### config.mk
export PLATFORM = sky130hd
export DESIGN_NAME = boundary_scan_register_n
export DESIGN_NICKNAME = d
export VERILOG_FILES = /design/src/rtl/jtag_bsr_pkg.sv /design/src/rtl/jtag_bypass_reg.sv /design/src/rtl/boundary_scan_register_n.sv
export SDC_FILE = /design/constraint.sdc
export NUM_CORES = 1
export LEC_CHECK = 0
export BUFFER_PORTS_ARGS = -buffer_cell sky130_fd_sc_hd__buf_2
export CORE_MARGIN = 2
export CORE_UTILIZATION = 46
export CTS_CLUSTER_DIAMETER = 40
export DETAILED_ROUTE_END_ITERATION = 10
export PLACE_DENSITY = 0.74
export SKIP_LAST_GASP = 1
export SYNTH_ARGS = -nofsm -noshare
export SYNTH_HDL_FRONTEND = slang
export SYNTH_SLANG_ARGS = --single-unit
### constraint.sdc
create_clock -name tck -period 1.3 [get_ports tck]
set_clock_uncertainty 0.2 [all_clocks]
set_input_delay 0.13 -clock tck [delete_from_list [all_inputs] [get_ports tck]]
set_output_delay 0.13 -clock tck [all_outputs]
set_load 0.005 [all_outputs]
### src/rtl/jtag_bsr_pkg.sv
// Shared types and helpers for the JTAG boundary-scan register family.
package jtag_bsr_pkg;

    typedef enum logic [1:0] {
        BSR_IDLE,
        BSR_CAPTURED,
        BSR_SHIFTING,
        BSR_UPDATED
    } bsr_state_e;

    // Bits needed to count 0..width inclusive.
    function automatic int bsr_cnt_w(input int width);
        return $clog2(width + 1);
    endfunction

endpackage

### src/rtl/jtag_bypass_reg.sv
// Single-bit JTAG bypass register; capture clears it, shift loads tdi.
module jtag_bypass_reg (
    input  logic tck,
    input  logic rst,
    input  logic capture_en,
    input  logic shift_en,
    input  logic tdi,
    output logic bp
);

    always_ff @(posedge tck or posedge rst) begin
        if (rst) begin
            bp <= 1'b0;
        end else if (capture_en) begin
            bp <= 1'b0;
        end else if (shift_en) begin
            bp <= tdi;
        end
    end

endmodule

### src/rtl/boundary_scan_register_n.sv
// WIDTH-bit boundary-scan register with capture/shift/update, bypass path,
// saturating shift counter, coarse state and a sticky short-update flag.
module boundary_scan_register_n
    import jtag_bsr_pkg::*;
#(
    parameter int               WIDTH       = 8,
    parameter logic [WIDTH-1:0] RESET_VALUE = '0
) (
    input  logic                          tck,
    input  logic                          rst,
    input  logic                          tdi,
    output logic                          tdo,
    input  logic                          capture_en,
    input  logic                          shift_en,
    input  logic                          update_en,
    input  logic                          bypass,
    input  logic                          extest,
    input  logic [WIDTH-1:0]              data_in,
    output logic [WIDTH-1:0]              data_out,
    output logic [bsr_cnt_w(WIDTH)-1:0]   shift_count,
    output logic                          shift_full,
    output logic                          short_update,
    output bsr_state_e                    state
);

    localparam int            CW   = bsr_cnt_w(WIDTH);
    localparam logic [CW-1:0] FULL = CW'(WIDTH);

    logic [WIDTH-1:0] sr;
    logic [WIDTH-1:0] ur;
    logic             bp;

    jtag_bypass_reg u_bypass (
        .tck        (tck),
        .rst        (rst),
        .capture_en (capture_en & bypass),
        .shift_en   (shift_en & bypass),
        .tdi        (tdi),
        .bp         (bp)
    );

    // Everything here freezes while bypassed so sr survives bypass intervals;
    // update and the short flag look at the pre-edge sr/count.
    always_ff @(posedge tck or posedge rst) begin
        if (rst) begin
            sr           <= '0;
            ur           <= RESET_VALUE;
            shift_count  <= '0;
            short_update <= 1'b0;
            state        <= BSR_IDLE;
        end else if (!bypass) begin
            if (capture_en) begin
                sr          <= data_in;
                shift_count <= '0;
            end else if (shift_en) begin
                sr <= {tdi, sr[WIDTH-1:1]};
                if (shift_count != FULL) begin
                    shift_count <= shift_count + CW'(1);
                end
            end

            if (update_en) begin
                ur <= sr;
            end

            if (capture_en) begin
                short_update <= 1'b0;
            end else if (update_en && (shift_count != FULL)) begin
                short_update <= 1'b1;
            end

            if (capture_en) begin
                state <= BSR_CAPTURED;
            end else if (shift_en) begin
                state <= BSR_SHIFTING;
            end else if (update_en) begin
                state <= BSR_UPDATED;
            end
        end
    end

    assign shift_full = (shift_count == FULL);
    assign tdo        = bypass ? bp : sr[0];
    assign data_out   = extest ? ur : data_in;

endmodule

==> out/metrics.yaml, run 1 <==
fin_area_um2: 1860
status: "finished with violations"
min_period_over_period_pct: 128
hold_ws_ns: 0.00717
post_drt_wl_per_cell_um: 15.1
core_area_um2: 2500
crit_slowest_cell: "dfrtp_1"
violations: "negative setup slack"
syn_nets: 126
dp.cells: 178
synth_compound_area_share_pct: 11.9
arrival_ns: 1.33
nNetsFinal: 190
worstPathRequired_ns: 0.97
power-per-cell-area_nw_per_um2: 1110
hold_start: "capture_en"
numCtsBuffers: 3
cap_violations: 0
clkTransAtPathRegs_ns: 0.14
area_growth_pct: 52.6
dieArea_um2: 3070
start_util_pct: 48.7
placed_area_um2: 1480
synth_warnings: 0
root_buffer: "clkbuf_4"
num_vias: 1060
cts.sinks: 24
io_pins: 33
cts_tree: "done"
min_path_cells: 3
synth_mux_area_share_pct: 23.1
via_per_inst: 5.27
ys_seq_area_share_pct: 49.3
timing.rr.start: "shift_count[1]$_DFFE_PP0P_"
synth_area_per_cell_um2: 11.3
fmax_mhz: 602
clock_latency_ns: 0.32
cp-start-kind: "flop"
tightest_slew_ns: 0.314
rr_worst_depth: 8
rsz0062_at_grt: "true"
final_cell_mix: "dfrtp_1, buf_2, buf_6"
grt_max_degree: 25
synth_cell_types: 24
cp_max_fo: 2
yosys_register_bits: 24
hold_viol_final: 0
synth_cells: 108
setup_slack_ns: -0.362
synthAdderAreaFrac_pct: 2.06
wl_um: 3050
hold_path_class: "input port to flop"
peakVddDrop_v: 0.00115
dr.pass1.iters: 4
grt_pass1_wl_um: 4880
critPathMostFrequentCell: "buf_6"
crit_family: "flip-flops"
rrSetupSlack_ns: -0.32
diodes: 0
drt-initial-drc-count: 5
drc: 0
hpwlAfterDp_um: 1960
synthSimpleGateAreaFrac_pct: 8.63
p_leak_nw: 0.946
final.min_clock_period_ns: 1.66
drv_slew: 0
first_global_vias: 1106
power.total_w: 0.00207
ant_nets: 0
global_route.overflow_total: 0
yosys.area_share.xor_xnor_pct: 0
rows: 18
relSlewSlack_pct: 79.1
finalWeightedCongestion: 0.812
reg2reg_to: "shift_count[1]$_DFFE_PP0P_"
drive_above_1_share_pct: 45.0
h-tree-depth: 1
die-width_um: 55.4
layout.cells.most_common: "dfrtp_1"
grt_use_total_pct: 19.9
portBuffers: 32
setup_violations: 17
crit_chain: "inv_1 -> ha_2 -> nand3b_1 -> inv_2 -> buf_6 -> buf_6"
antenna_found_initial: 0
die_y_um: 55.4
path_buf_inv: 4
synth_top_family_by_area: "multiplexers"
clockBufferDepth: 2
min_to: "state[1]$_DFFE_PP0P_"
tns_ns: -2.67
crit_type: "flop to output pin"
max_stage_delay_ns: 0.40
syn_area_um2: 1220
stdcell_count: 201
cp-end-kind: "output pin"
-- stage by stage --
stage | setup slack, ns | util (%)
2_1_floorplan | -0.126 | -
3_3_place_gp | -0.0388 | 59.3
3_5_place_dp | -0.102 | 59.3
4_1_cts | -0.340 | 68.8
5_1_grt | -0.468 | 74.3
6_report | -0.362 | 74.3
-- Yosys cell counts --
library cell / n / area [um^2]
dfrtp_1: 24 / 601
mux2_2: 17 / 191
o21ai_0: 12 / 60.1
nand2_1: 11 / 41.3
mux2i_1: 9 / 90.1
nor2_1: 6 / 22.5
inv_1: 5 / 18.8
a21oi_1: 3 / 15.0
buf_2: 3 / 15.0
buf_4: 2 / 15.0
ha_1: 2 / 25.0
nand4_1: 2 / 12.5
a22o_1: 1 / 8.76
a32o_1: 1 / 10.0
buf_6: 1 / 11.3
nand2b_1: 1 / 6.26
nand3b_1: 1 / 7.51
nand4b_1: 1 / 8.76
nor2b_1: 1 / 6.26
o21a_1: 1 / 7.51
o21bai_1: 1 / 7.51
o21bai_4: 1 / 18.8
o22a_1: 1 / 8.76
o31a_1: 1 / 8.76
-- sequential cells by signal, indices dropped and copies added (netlist names) --
signal	cells
shift_count	4
short_update	1
sr	8
state	2
u_bypass.bp	1
ur	8
-- layer usage --
layer	routed length (um)	share of wire (%)	up-vias	track usage (%)
li1	-	-	503	-
met1	1260	41	525	24.0
met2	1630	53	28	35.4
met3	113	3.7	4	3.04
met4	42	1.4	0	7.67
met5	0	0	-	0
-- worst min-delay path, stage by stage --
cell and delay [ns]:
buf_2 0.17, nand2_1 0.08, o31a_1 0.12
-- area by class of cell --
cell class	instances	area (um^2)
clock buffer	3	22.5
clock inverter	1	30.0
fill	167	642
inverter	5	18.8
multi-input combinational	73	593
sequential	24	601
tap	30	37.5
timing repair buffer	65	556
-- kinds of logic after synthesis --
kind of cell	count (synthesis)
fa+ha+maj	2
flops	24
compound gates	22
simple gates	23
buf+inv	11
mux	26
-- power breakdown --
| part | internal [W] | total (W) | switching (W) |
|---|---|---|---|
| logic | 0.000359 | 0.000579 | 0.000220 |
| registers | 0.000867 | 0.000942 | 0.0000752 |
| clock network | 0.000312 | 0.000545 | 0.000234 |
-- worst max path at each step --
stage,start,endpoint,slack (ns),cells after the start
3_5_place_dp,shift_count[1]$_DFFE_PP0P_,shift_count[1]$_DFFE_PP0P_,-0.10,6
5_1_grt,shift_count[0]$_DFFE_PP0P_,shift_full,-0.47,6
4_1_cts,shift_count[1]$_DFFE_PP0P_,shift_full,-0.34,6
3_3_place_gp,shift_count[1]$_DFFE_PP0P_,shift_count[1]$_DFFE_PP0P_,-0.04,6
6_report,shift_count[1]$_DFFE_PP0P_,shift_full,-0.36,6
2_1_floorplan,shift_count[0]$_DFFE_PP0P_,shift_count[1]$_DFFE_PP0P_,-0.13,6
-- what timing repair did --
item | 4_1_cts | 5_1_grt
endpoints found under the setup margin | 18 | 28
cloned | 0 | 1
pin swaps | 3 | 4
resized for setup | 8 | 27
buffers inserted | 23 | 4
hold buffers | 13 | 0
hold endpoints to repair | 37 | 0
No activity file was read; power rests on OpenSTA's default activity.
==> run 2: changes to the inputs <==
CORE_UTILIZATION = 38   (was 46)
PLACE_DENSITY = default   (was 0.74)
clock period = 1.5 ns   (was 1.3 ns; I/O delays follow)
==> run 2 against run 1 <==
  * The flow finishes with violations (negative hold slack, negative setup slack)
  * Register-to-register slack better by 0.33 ns
  * Cell area is 11% lower
  * Non-clock buffer count decreased by 9
==> out/metrics.yaml, run 2 (same netlist as run 1, synthesis figures left out) <==
hold_ws_ns: -0.00468
hpwlAfterDp_um: 1800
p_leak_nw: 0.827
cp-end-kind: "output pin"
cts.sinks: 24
clockBufferDepth: 2
dp.cells: 184
stdcell_count: 205
setup_slack_ns: -0.0694
num_vias: 991
final.min_clock_period_ns: 1.57
tns_ns: -0.0694
grt_pass1_wl_um: 4530
clkPwrFrac_pct: 18.6
max_stage_delay_ns: 0.40
via_per_inst: 4.83
dieArea_um2: 3670
arrival_ns: 1.22
cts_tree: "done"
post_drt_wl_per_cell_um: 12.9
setup_violations: 1
ant_nets: 0
cp_max_fo: 2
rows: 20
startpoint: "shift_count[0]$_DFFE_PP0P_"
hold_path_class: "input port to flop"
clock_latency_ns: 0.31
drive_above_1_share_pct: 40.4
pwr-share-seq_pct: 54.3
drv_slew: 0
core_area_um2: 3050
tightest_slew_ns: 0.328
first_global_vias: 1028
min_period_over_period_pct: 105
final_cell_mix: "buf_2, dfrtp_1, mux2_2"
rr_worst_depth: 7
min_path_cells: 3
die_y_um: 60.6
intPower_w: 0.00109
worstPathRequired_ns: 1.15
root_buffer: "clkbuf_4"
finalWeightedCongestion: 0.775
portBuffers: 32
global_route.overflow_total: 0
h-tree-depth: 1
crit_slowest_cell: "dfrtp_1"
drc: 0
fillers: 293
numCtsBuffers: 3
power-per-cell-area_nw_per_um2: 903
layout.cells.most_common: "buf_2"
status: "finished with violations"
crit_chain: "inv_1 -> ha_1 -> nand3b_1 -> inv_2 -> buf_2"
cp-start-kind: "flop"
diodes: 0
peakVddDrop_v: 0.000684
violations: "negative hold slack, negative setup slack"
comb_power_share_pct: 27.1
swShare_pct: 27.5
grt_max_degree: 25
grt_use_total_pct: 16.4
p_switching_w: 0.000413
cap_violations: 0
hold_start: "bypass"
die-width_um: 60.6
fmax_mhz: 637
crit_type: "flop to output pin"
drt-initial-drc-count: 29
dr.pass1.iters: 2
nNetsFinal: 181
start_util_pct: 39.9
clkTransAtPathRegs_ns: 0.13
antenna_found_initial: 0
top_regs: "sr x8, ur x8, shift_count x4"
timing.rr.start: "shift_count[0]$_DFFE_PP0P_"
wl_um: 2640
area_growth_pct: 36.4
relSlewSlack_pct: 78.1
hold_viol_final: 1
rsz0062_at_grt: "true"
io_pins: 33
run 2: changes by cell type in the layout (fill, tap and decap cells not counted), moves of 4 or more:
cell / previous run / this run
buf_2: 21 / 32
buf_4: 13 / 9
buf_6: 16 / 0
mux2_2: 9 / 15
mux2_4: 8 / 2
run 2: through the flow:
stage | power (W) | util, % | setup WS [ns] | area (um^2)
final | 0.00150 | 54.4 | -0.0694 | 1660
after detailed placement | 0.00119 | 47.5 | 0.0423 | 1450
after CTS | 0.00149 | 53.3 | -0.0629 | 1630
after global placement | 0.00117 | 47.5 | 0.117 | 1450
after global routing | 0.00160 | 54.4 | -0.149 | 1660
after floorplan | 0.00103 | - | 0.0674 | 1220
run 2: metal layers:
metal | routed length [um] | GRT usage (%) | vias up | part of all wire (%)
li1 | - | - | 486 | -
met1 | 1160 | 19.5 | 480 | 44
met2 | 1350 | 30.4 | 23 | 51
met3 | 120 | 4.05 | 2 | 4.5
met4 | 14 | 2.80 | 0 | 0.53
met5 | 0 | 0 | - | 0
run 2: repair_timing:
item                                    4_1_cts  5_1_grt
endpoints found under the hold margin        36        1
endpoints found under the setup margin        1        7
hold buffers                                 14        1
buffers inserted                              2        3
pin swaps                                     0        2
gates resized for setup                       0        4
run 2: power by group through the flow:
stage / logic [W] / registers (W) / clock network, W
2_1_floorplan: 0.000219 / 0.000814 / 0
3_3_place_gp: 0.000347 / 0.000820 / 0
3_5_place_dp: 0.000358 / 0.000827 / 0
4_1_cts: 0.000385 / 0.000814 / 0.000291
5_1_grt: 0.000458 / 0.000827 / 0.000318
6_report: 0.000406 / 0.000814 / 0.000278
run 2: final cells by class:
class	count	area, um^2	area share (%)
Multi-Input combinational cell	73	576	34.7
Sequential cell	24	601	36.2
Inverter	5	18.8	1.13
Clock buffer	3	22.5	1.36
Tap cell	44	55.1	3.32
Timing Repair Buffer	56	388	23.4
run 2: path summary, 6_finish.rpt:
| check | slack [ns] | endpoint |
|---|---|---|
| worst max-delay path | -0.07 | shift_full |
| worst min-delay path | -0.005 | u_bypass.bp$_DFFE_PP0P_ |
| max in group asynchronous | 0.66 | ur[4]$_DFFE_PP0P_ |
| worst min register to register | 0.32 | ur[1]$_DFFE_PP0P_ |
| min in group asynchronous | 0.21 | shift_count[3]$_DFFE_PP0P_ |
| worst max register to register | 0.01 | shift_count[1]$_DFFE_PP0P_ |
run 2: critical path: cells and delay by family, from the launching register on:
kind / cells / cell delay, ns
fa+ha+maj: 1 / 0.14
flops: 1 / 0.40
simple gates: 1 / 0.12
buf+inv: 3 / 0.24
